==> config.mk <==
export PLATFORM = sky130hd
export DESIGN_NAME = dfd_trace_tail
export DESIGN_NICKNAME = d
export VERILOG_FILES = /design/src/rtl/dfd_tn_pkg.sv /design/src/rtl/dfd_trace_tail_fifo.sv /design/src/rtl/dfd_trace_tail.sv
export SDC_FILE = /design/constraint.sdc
export NUM_CORES = 2
export LEC_CHECK = 0
export BUFFER_PORTS_ARGS = -buffer_cell sky130_fd_sc_hd__buf_2
export CAP_MARGIN = 20
export CORE_ASPECT_RATIO = 2
export CORE_MARGIN = 2
export CORE_UTILIZATION = 55
export CTS_CLUSTER_SIZE = 20
export DETAILED_ROUTE_END_ITERATION = 6
export PLACE_DENSITY = 0.72
export SYNTH_ARGS = -nofsm -noshare
export SYNTH_HDL_FRONTEND = slang
export SYNTH_MEMORY_MAX_BITS = 65536
export SYNTH_SLANG_ARGS = --single-unit
==> constraint.sdc <==
create_clock -name clk -period 15.3 [get_ports clk]
set_input_delay 0.765 -clock clk [delete_from_list [all_inputs] [get_ports clk]]
set_output_delay 0.765 -clock clk [all_outputs]
set_load 0.03 [all_outputs]
==> src/rtl/dfd_tn_pkg.sv <==
// Shared types for the trace tail: source codes, buffer entry, flush states.
package dfd_tn_pkg;

  localparam logic TR_SRC_NTRACE = 1'b0;
  localparam logic TR_SRC_DST    = 1'b1;

  localparam int TN_DATA_W = 128;

  typedef struct packed {
    logic [1:0]           core;
    logic [TN_DATA_W-1:0] data;
  } tn_entry_t;

  typedef enum logic [1:0] {
    FL_IDLE   = 2'd0,
    FL_ASSERT = 2'd1,
    FL_DONE   = 2'd2
  } flush_state_e;

  function automatic logic [1:0] lowest_core(input logic [3:0] vld);
    logic [1:0] idx;
    idx = 2'd0;
    for (int i = 3; i >= 0; i--) begin
      if (vld[i]) idx = 2'(i);
    end
    return idx;
  endfunction

endpackage

==> src/rtl/dfd_trace_tail_fifo.sv <==
// Synchronous FIFO with occupancy count; head entry shown on rdata.
module dfd_trace_tail_fifo #(
  parameter int WIDTH = 130,
  parameter int DEPTH = 16,
  parameter int CW    = $clog2(DEPTH) + 1
) (
  input  logic             clk,
  input  logic             reset_n,
  input  logic             push,
  input  logic             pop,
  input  logic [WIDTH-1:0] wdata,
  output logic [WIDTH-1:0] rdata,
  output logic             empty,
  output logic             full,
  output logic [CW-1:0]    count
);

  localparam int AW = $clog2(DEPTH);

  logic [WIDTH-1:0] mem_q [DEPTH];
  logic [AW-1:0]    wr_ptr_q, wr_ptr_d;
  logic [AW-1:0]    rd_ptr_q, rd_ptr_d;
  logic [CW-1:0]    count_q, count_d;
  logic             do_push, do_pop;

  assign empty = (count_q == '0);
  assign full  = (count_q == CW'(DEPTH));
  assign count = count_q;
  assign rdata = mem_q[rd_ptr_q];

  assign do_push = push & ~full;
  assign do_pop  = pop & ~empty;

  always_comb begin
    wr_ptr_d = wr_ptr_q;
    rd_ptr_d = rd_ptr_q;
    count_d  = count_q;
    if (do_push) wr_ptr_d = wr_ptr_q + 1'b1;
    if (do_pop)  rd_ptr_d = rd_ptr_q + 1'b1;
    count_d = count_q + CW'(do_push) - CW'(do_pop);
  end

  always_ff @(posedge clk) begin
    if (!reset_n) begin
      wr_ptr_q <= '0;
      rd_ptr_q <= '0;
      count_q  <= '0;
    end else begin
      wr_ptr_q <= wr_ptr_d;
      rd_ptr_q <= rd_ptr_d;
      count_q  <= count_d;
    end
  end

  // Storage needs no reset; consumers gate it with empty.
  always_ff @(posedge clk) begin
    if (do_push) mem_q[wr_ptr_q] <= wdata;
  end

endmodule

==> src/rtl/dfd_trace_tail.sv <==
// Trace chain endpoint: sorts beats into ntrace/dst buffers, drives bp/flush.
// Optional error checks enabled by DFD_TRACE_TAIL_ERR_CHK_EN.
module dfd_trace_tail
  import dfd_tn_pkg::*;
#(
  parameter int NUM_CORES_IN_PATH   = 4,
  parameter int DATA_WIDTH_IN_BYTES = 16,
  parameter int DATA_WIDTH          = DATA_WIDTH_IN_BYTES * 8,
  parameter int FIFO_DEPTH          = 16,
  parameter int BP_SLACK            = 8,
  parameter int FLUSH_QUIET         = 8
) (
  input  logic                         clk,
  input  logic                         reset_n,
  input  logic [NUM_CORES_IN_PATH-1:0] upstrm_tr_vld,
  input  logic                         upstrm_tr_src,
  input  logic [DATA_WIDTH-1:0]        upstrm_tr_data,
  output logic                         upstrm_tr_ntrace_bp,
  output logic                         upstrm_tr_dst_bp,
  output logic                         upstrm_tr_ntrace_flush,
  output logic                         upstrm_tr_dst_flush,
  output logic [NUM_CORES_IN_PATH-1:0] upstrm_tr_enabled_srcs,
  input  logic [NUM_CORES_IN_PATH-1:0] cfg_enabled_srcs,
  input  logic                         cfg_ntrace_flush_req,
  input  logic                         cfg_dst_flush_req,
  output logic                         ntrace_flush_done,
  output logic                         dst_flush_done,
  output logic                         ntrace_out_vld,
  input  logic                         ntrace_out_rdy,
  output logic [1:0]                   ntrace_out_core,
  output logic [DATA_WIDTH-1:0]        ntrace_out_data,
  output logic                         dst_out_vld,
  input  logic                         dst_out_rdy,
  output logic [1:0]                   dst_out_core,
  output logic [DATA_WIDTH-1:0]        dst_out_data,
  output logic                         err_onehot,
  output logic                         err_overflow,
  input  logic                         err_clr
);

  localparam int CW = $clog2(FIFO_DEPTH) + 1;
  localparam int QW = $clog2(FLUSH_QUIET + 1);
  localparam int EW = $bits(tn_entry_t);

  tn_entry_t    wr_ent;
  tn_entry_t    head [2];
  logic [CW-1:0] cnt [2];
  logic [1:0]   push, pop, full, empty, rdy, req, src_beat;
  logic         beat;

  logic [1:0]   bp_q, bp_d;
  logic [NUM_CORES_IN_PATH-1:0] en_q, en_d;

  flush_state_e fl_state_q [2];
  flush_state_e fl_state_d [2];
  logic [QW-1:0] quiet_q [2];
  logic [QW-1:0] quiet_d [2];
  logic [1:0]   req_q, req_d;
  logic [1:0]   done_q, done_d;

  assign beat = |upstrm_tr_vld;

  always_comb begin
    wr_ent      = '0;
    wr_ent.core = lowest_core(4'(upstrm_tr_vld));
    wr_ent.data = TN_DATA_W'(upstrm_tr_data);
  end

  assign src_beat[0] = beat & (upstrm_tr_src == TR_SRC_NTRACE);
  assign src_beat[1] = beat & (upstrm_tr_src == TR_SRC_DST);
  assign rdy[0]      = ntrace_out_rdy;
  assign rdy[1]      = dst_out_rdy;
  assign req[0]      = cfg_ntrace_flush_req;
  assign req[1]      = cfg_dst_flush_req;

  // Full buffers drop the beat even if a pop frees a slot this cycle.
  assign push = src_beat & ~full;
  assign pop  = rdy & ~empty;

  for (genvar s = 0; s < 2; s++) begin : g_fifo
    logic [EW-1:0] rd_raw;
    dfd_trace_tail_fifo #(
      .WIDTH (EW),
      .DEPTH (FIFO_DEPTH),
      .CW    (CW)
    ) u_fifo (
      .clk     (clk),
      .reset_n (reset_n),
      .push    (push[s]),
      .pop     (pop[s]),
      .wdata   (wr_ent),
      .rdata   (rd_raw),
      .empty   (empty[s]),
      .full    (full[s]),
      .count   (cnt[s])
    );
    assign head[s] = empty[s] ? '0 : tn_entry_t'(rd_raw);
  end

  assign ntrace_out_vld  = ~empty[0];
  assign ntrace_out_core = head[0].core;
  assign ntrace_out_data = head[0].data[DATA_WIDTH-1:0];
  assign dst_out_vld     = ~empty[1];
  assign dst_out_core    = head[1].core;
  assign dst_out_data    = head[1].data[DATA_WIDTH-1:0];

  always_comb begin
    for (int s = 0; s < 2; s++) begin
      bp_d[s] = (cnt[s] >= CW'(FIFO_DEPTH - BP_SLACK));
    end
    en_d = cfg_enabled_srcs;
  end

  assign upstrm_tr_ntrace_bp    = bp_q[0];
  assign upstrm_tr_dst_bp       = bp_q[1];
  assign upstrm_tr_enabled_srcs = en_q;

  always_comb begin
    req_d = req;
    for (int s = 0; s < 2; s++) begin
      fl_state_d[s] = fl_state_q[s];
      quiet_d[s]    = quiet_q[s];
      done_d[s]     = 1'b0;
      unique case (fl_state_q[s])
        FL_IDLE: begin
          quiet_d[s] = '0;
          if (req[s] && !req_q[s]) fl_state_d[s] = FL_ASSERT;
        end
        FL_ASSERT: begin
          if (!req[s]) begin
            fl_state_d[s] = FL_IDLE;
            quiet_d[s]    = '0;
          end else begin
            // Any beat in flight or still buffered restarts the quiet window.
            if (src_beat[s] || !empty[s]) quiet_d[s] = '0;
            else                          quiet_d[s] = quiet_q[s] + 1'b1;
            if (quiet_d[s] == QW'(FLUSH_QUIET)) begin
              fl_state_d[s] = FL_DONE;
              done_d[s]     = 1'b1;
            end
          end
        end
        FL_DONE: begin
          quiet_d[s] = '0;
          if (!req[s]) fl_state_d[s] = FL_IDLE;
        end
        default: begin
          fl_state_d[s] = FL_IDLE;
          quiet_d[s]    = '0;
        end
      endcase
    end
  end

  assign upstrm_tr_ntrace_flush = (fl_state_q[0] == FL_ASSERT);
  assign upstrm_tr_dst_flush    = (fl_state_q[1] == FL_ASSERT);
  assign ntrace_flush_done      = done_q[0];
  assign dst_flush_done         = done_q[1];

  always_ff @(posedge clk) begin
    if (!reset_n) begin
      bp_q   <= '0;
      en_q   <= '0;
      req_q  <= '0;
      done_q <= '0;
      for (int s = 0; s < 2; s++) begin
        fl_state_q[s] <= FL_IDLE;
        quiet_q[s]    <= '0;
      end
    end else begin
      bp_q   <= bp_d;
      en_q   <= en_d;
      req_q  <= req_d;
      done_q <= done_d;
      for (int s = 0; s < 2; s++) begin
        fl_state_q[s] <= fl_state_d[s];
        quiet_q[s]    <= quiet_d[s];
      end
    end
  end

`ifdef DFD_TRACE_TAIL_ERR_CHK_EN
  logic multi_hot, ovf;
  logic err_onehot_q, err_onehot_d;
  logic err_overflow_q, err_overflow_d;

  assign multi_hot = |(upstrm_tr_vld & (upstrm_tr_vld - NUM_CORES_IN_PATH'(1)));
  assign ovf       = |(src_beat & full);

  // A new error in the same cycle as err_clr wins.
  always_comb begin
    err_onehot_d   = (err_onehot_q & ~err_clr) | multi_hot;
    err_overflow_d = (err_overflow_q & ~err_clr) | ovf;
  end

  always_ff @(posedge clk) begin
    if (!reset_n) begin
      err_onehot_q   <= 1'b0;
      err_overflow_q <= 1'b0;
    end else begin
      err_onehot_q   <= err_onehot_d;
      err_overflow_q <= err_overflow_d;
    end
  end

  assign err_onehot   = err_onehot_q;
  assign err_overflow = err_overflow_q;
`else
  logic unused_err_clr;
  assign unused_err_clr = err_clr;
  assign err_onehot     = 1'b0;
  assign err_overflow   = 1'b0;
`endif

endmodule

==> flow_summary_export.csv <==
group,metric,value,unit
outcome,status,"complete, no violations",
critical_path,path_class,"flop to primary output",
sta,min_period_over_period,42.5,%
floorplanning,design.core.area,286000,µm²
routing,drtAntennaViolNets,0,
routing,drtIter0Drc,8762,
floorplanning,die_area,292000,µm²
clock_tree,clock_sinks,4216,
placement,dp_cells,10500,
critical_path,path_max_fanout,99,
sta,setup_viol,0,
synth,synth_warnings,0,
sta,hold_violations,0,
synth,synth.distinct_cells,52,
synth,syn-cell-area,158000,µm²
routing,vias,73900,
sta,tns,0,ps
clock_tree,cts_tree,"yes",
sta,period_needed,6500,ps
final_layout,fin_cells,11200,
final_layout,drive_above_1_share,29.7,%
critical_path,slowest_delay,930,ps
placement,place.gp.congestion,0.755,
clock_tree,clk_pin_slew,70,ps
power_and_ir_drop,p_leak,54.5,nW
sta,maxSlewHeadroom,23.5,%
synth,ys_seq_area_share,79.7,%
power_and_ir_drop,ir_drop,180,µV
placement,dp_hpwl,207000,µm
synth,synthSimpleGateAreaFrac,0.558,%
synth,synthMuxAreaShare,15.7,%
synth,syn_area_per_cell,24.2,µm²
critical_path,required,14530,ps
final_layout,layout_commonest_cell,"edfxtp_1",
sta,worstMarginPinSlew,1150,ps
global_routing,grt_util_all_layers,26.4,%
sta,slew_viol_final,0,
sta,clock_skew,65.3,ps
clock_tree,clk_latency,950,ps
critical_path,crit_buf_inv,4,
run,maxCapViolCount,0,
floorplanning,start_util,55.3,%
global_routing,antenna_found_initial,48,
sta,timing.fmax,0.154,GHz
floorplanning,die_width,383,µm
final_layout,syn_to_final_growth,11.7,%
synth,synth_cells,6523,
sta,grt_setup_unrepaired,"no",
global_routing,grt_max_degree,152,
global_routing,grt_pass1_wl,549000,µm
floorplanning,io_pins,418,
clock_tree,post_cts_buffers,0,
global_routing,grt_pass1_vias,76600,
synth,synth_adder_area_share,0.223,%
floorplanning,rows,278,
synth,synth-main-ff-cell,"edfxtp_1",
routing,via_per_inst,6.60,
routing,wl_per_cell,34.4,µm
clock_tree,hold_buffers,0,
routing,wl,385000,µm
final_layout,nNetsFinal,7290,
clock_tree,cts_htree_levels,5,
synth,synthXorXnorAreaFrac,0.122,%
final_layout,final_cell_mix,"4160 x edfxtp_1, 1039 x mux4_2, 414 x buf_2, 360 x clkbuf_16, 169 x buf_4",
critical_path,crit_top_cell,"buf_4",
critical_path,crit_chain,"buf_12 -> buf_4 -> buf_4 -> mux4_2 -> a22o_1 -> a221o_1 -> buf_2",
synth,synth_compound_area_share,2.68,%
floorplanning,fp.dieH,762,µm
global_routing,overflow,0,
routing,drtPass1Iterations,6,
clock_tree,cts_inserted_buffers,352,
critical_path,path_delay_family,"buffers and inverters",
synth,synth_edf_count,4160,
critical_path,slowest_stage,"dfxtp_4",
synth,synth_top_family_by_area,"multiplexers",
clock_tree,clockBufferDepth,4,
routing,drc_errors,0,
clock_tree,cts_resized,0,
critical_path,cp.arrival,5740,ps
worst_hold_path,hold_class,"primary input to flop",
power_and_ir_drop,power-per-cell-area,161,nW/µm²
critical_path,endpoint_kind,"primary output",
synth,async_flop_share,0,%
critical_path,start_kind,"flop",
clock_tree,clockRootBuffer,"clkbuf_16",
synth,synth.ff_latch_count,4216,
placement,io_buffers,414,
power_and_ir_drop,design_power_total,28.5,mW
==> layout make-up <==
type	instances	area, µm²
Sequential cell	4216	126000
Fill cell	18900	110000
Multi-Input combinational cell	1929	30700
Clock buffer	422	9240
Tap cell	3780	4730
Timing Repair Buffer	598	3640
Clock inverter	212	2170
Inverter	22	82.6
Antenna cell	11	27.5
==> through the flow <==
step	instance area (µm²)	worst slack (ps)	util [%]	hold slack, ps
2_1_floorplan	158000	4140	-	426
3_3_place_gp	165000	9610	57.7	441
3_5_place_dp	165000	9580	57.7	475
4_1_cts	177000	8580	61.7	13.5
5_1_grt	177000	8320	61.7	59.4
6_report	177000	8800	61.7	78.4
==> routing by layer <==
layer | GRT usage [%] | up-vias | wire length [µm]
met5 | 0 | - | 103
met4 | 7.30 | 18 | 11100
met3 | 4.59 | 679 | 34200
met2 | 46.6 | 3701 | 204000
met1 | 33.8 | 40100 | 135000
li1 | - | 29400 | -
==> worst paths after layout <==
check	startpoint	to	slack (ps)	depth (start not counted)
worst max-delay path	flop	ntrace_out_data[78]	8800	7
worst min-delay path	cfg_enabled_srcs[1]	upstrm_tr_enabled_srcs[1]	80	2
worst max register to register	g_fifo[0].u_fifo.count[2]	g_fifo[0].u_fifo.mem_q[5][68]	10810	8
worst min register to register	quiet_q[0][4]	quiet_q[0][4]	490	1
==> logic make-up after synthesis <==
group	after synthesis
flip-flops	4216
adder cells (fa/ha/maj)	27
other	1
multiplexers	1175
AND/OR/NAND/NOR	157
buffers and inverters	379
XOR/XNOR	22
AO/OA/AOI/OAI	546
==> synth_stat cells, types with 21 or more instances <==
cell type / number / area (µm²)
clkbuf_1: 168 / 631
dfxtp_1: 56 / 1120
a22o_1: 129 / 1130
and2_1: 30 / 188
mux2i_1: 136 / 1360
a22oi_1: 130 / 976
edfxtp_1: 4160 / 125000
buf_1: 33 / 124
nor2_1: 38 / 143
o21ai_0: 133 / 666
ha_1: 25 / 313
a221o_1: 129 / 1290
nand2_1: 21 / 78.8
buf_2: 140 / 701
mux4_2: 1039 / 23400
==> report_power, final <==
group	total (mW)	switching [mW]	internal, mW
sequential	13.2	0.143	13.0
clock	9.03	4.02	5.00
combinational	6.30	3.89	2.41
==> sequential cells by signal, summed over array words and instances, names as in the netlist, named ones only <==
| register | flops |
|---|---|
| upstrm_tr_enabled_srcs | 4 |
| g_fifo.u_fifo.rd_ptr_q | 8 |
| bp_q | 2 |
| done_q | 2 |
| fl_state_q | 4 |
| g_fifo.u_fifo.mem_q | 4160 |
| g_fifo.u_fifo.count | 10 |
| g_fifo.u_fifo.wr_ptr_q | 8 |
| quiet_q | 8 |
| req_q | 2 |
==> worst register-to-register path, stage by stage, from the launching register on <==
cell      delay, ps
dfxtp_1         340
inv_1            90
ha_1            230
nor4bb_1        160
nor3_2          400
nand2_1         350
nor2_4          640
buf_4           990
buf_4           810
Power figures use the tool's default switching activity.
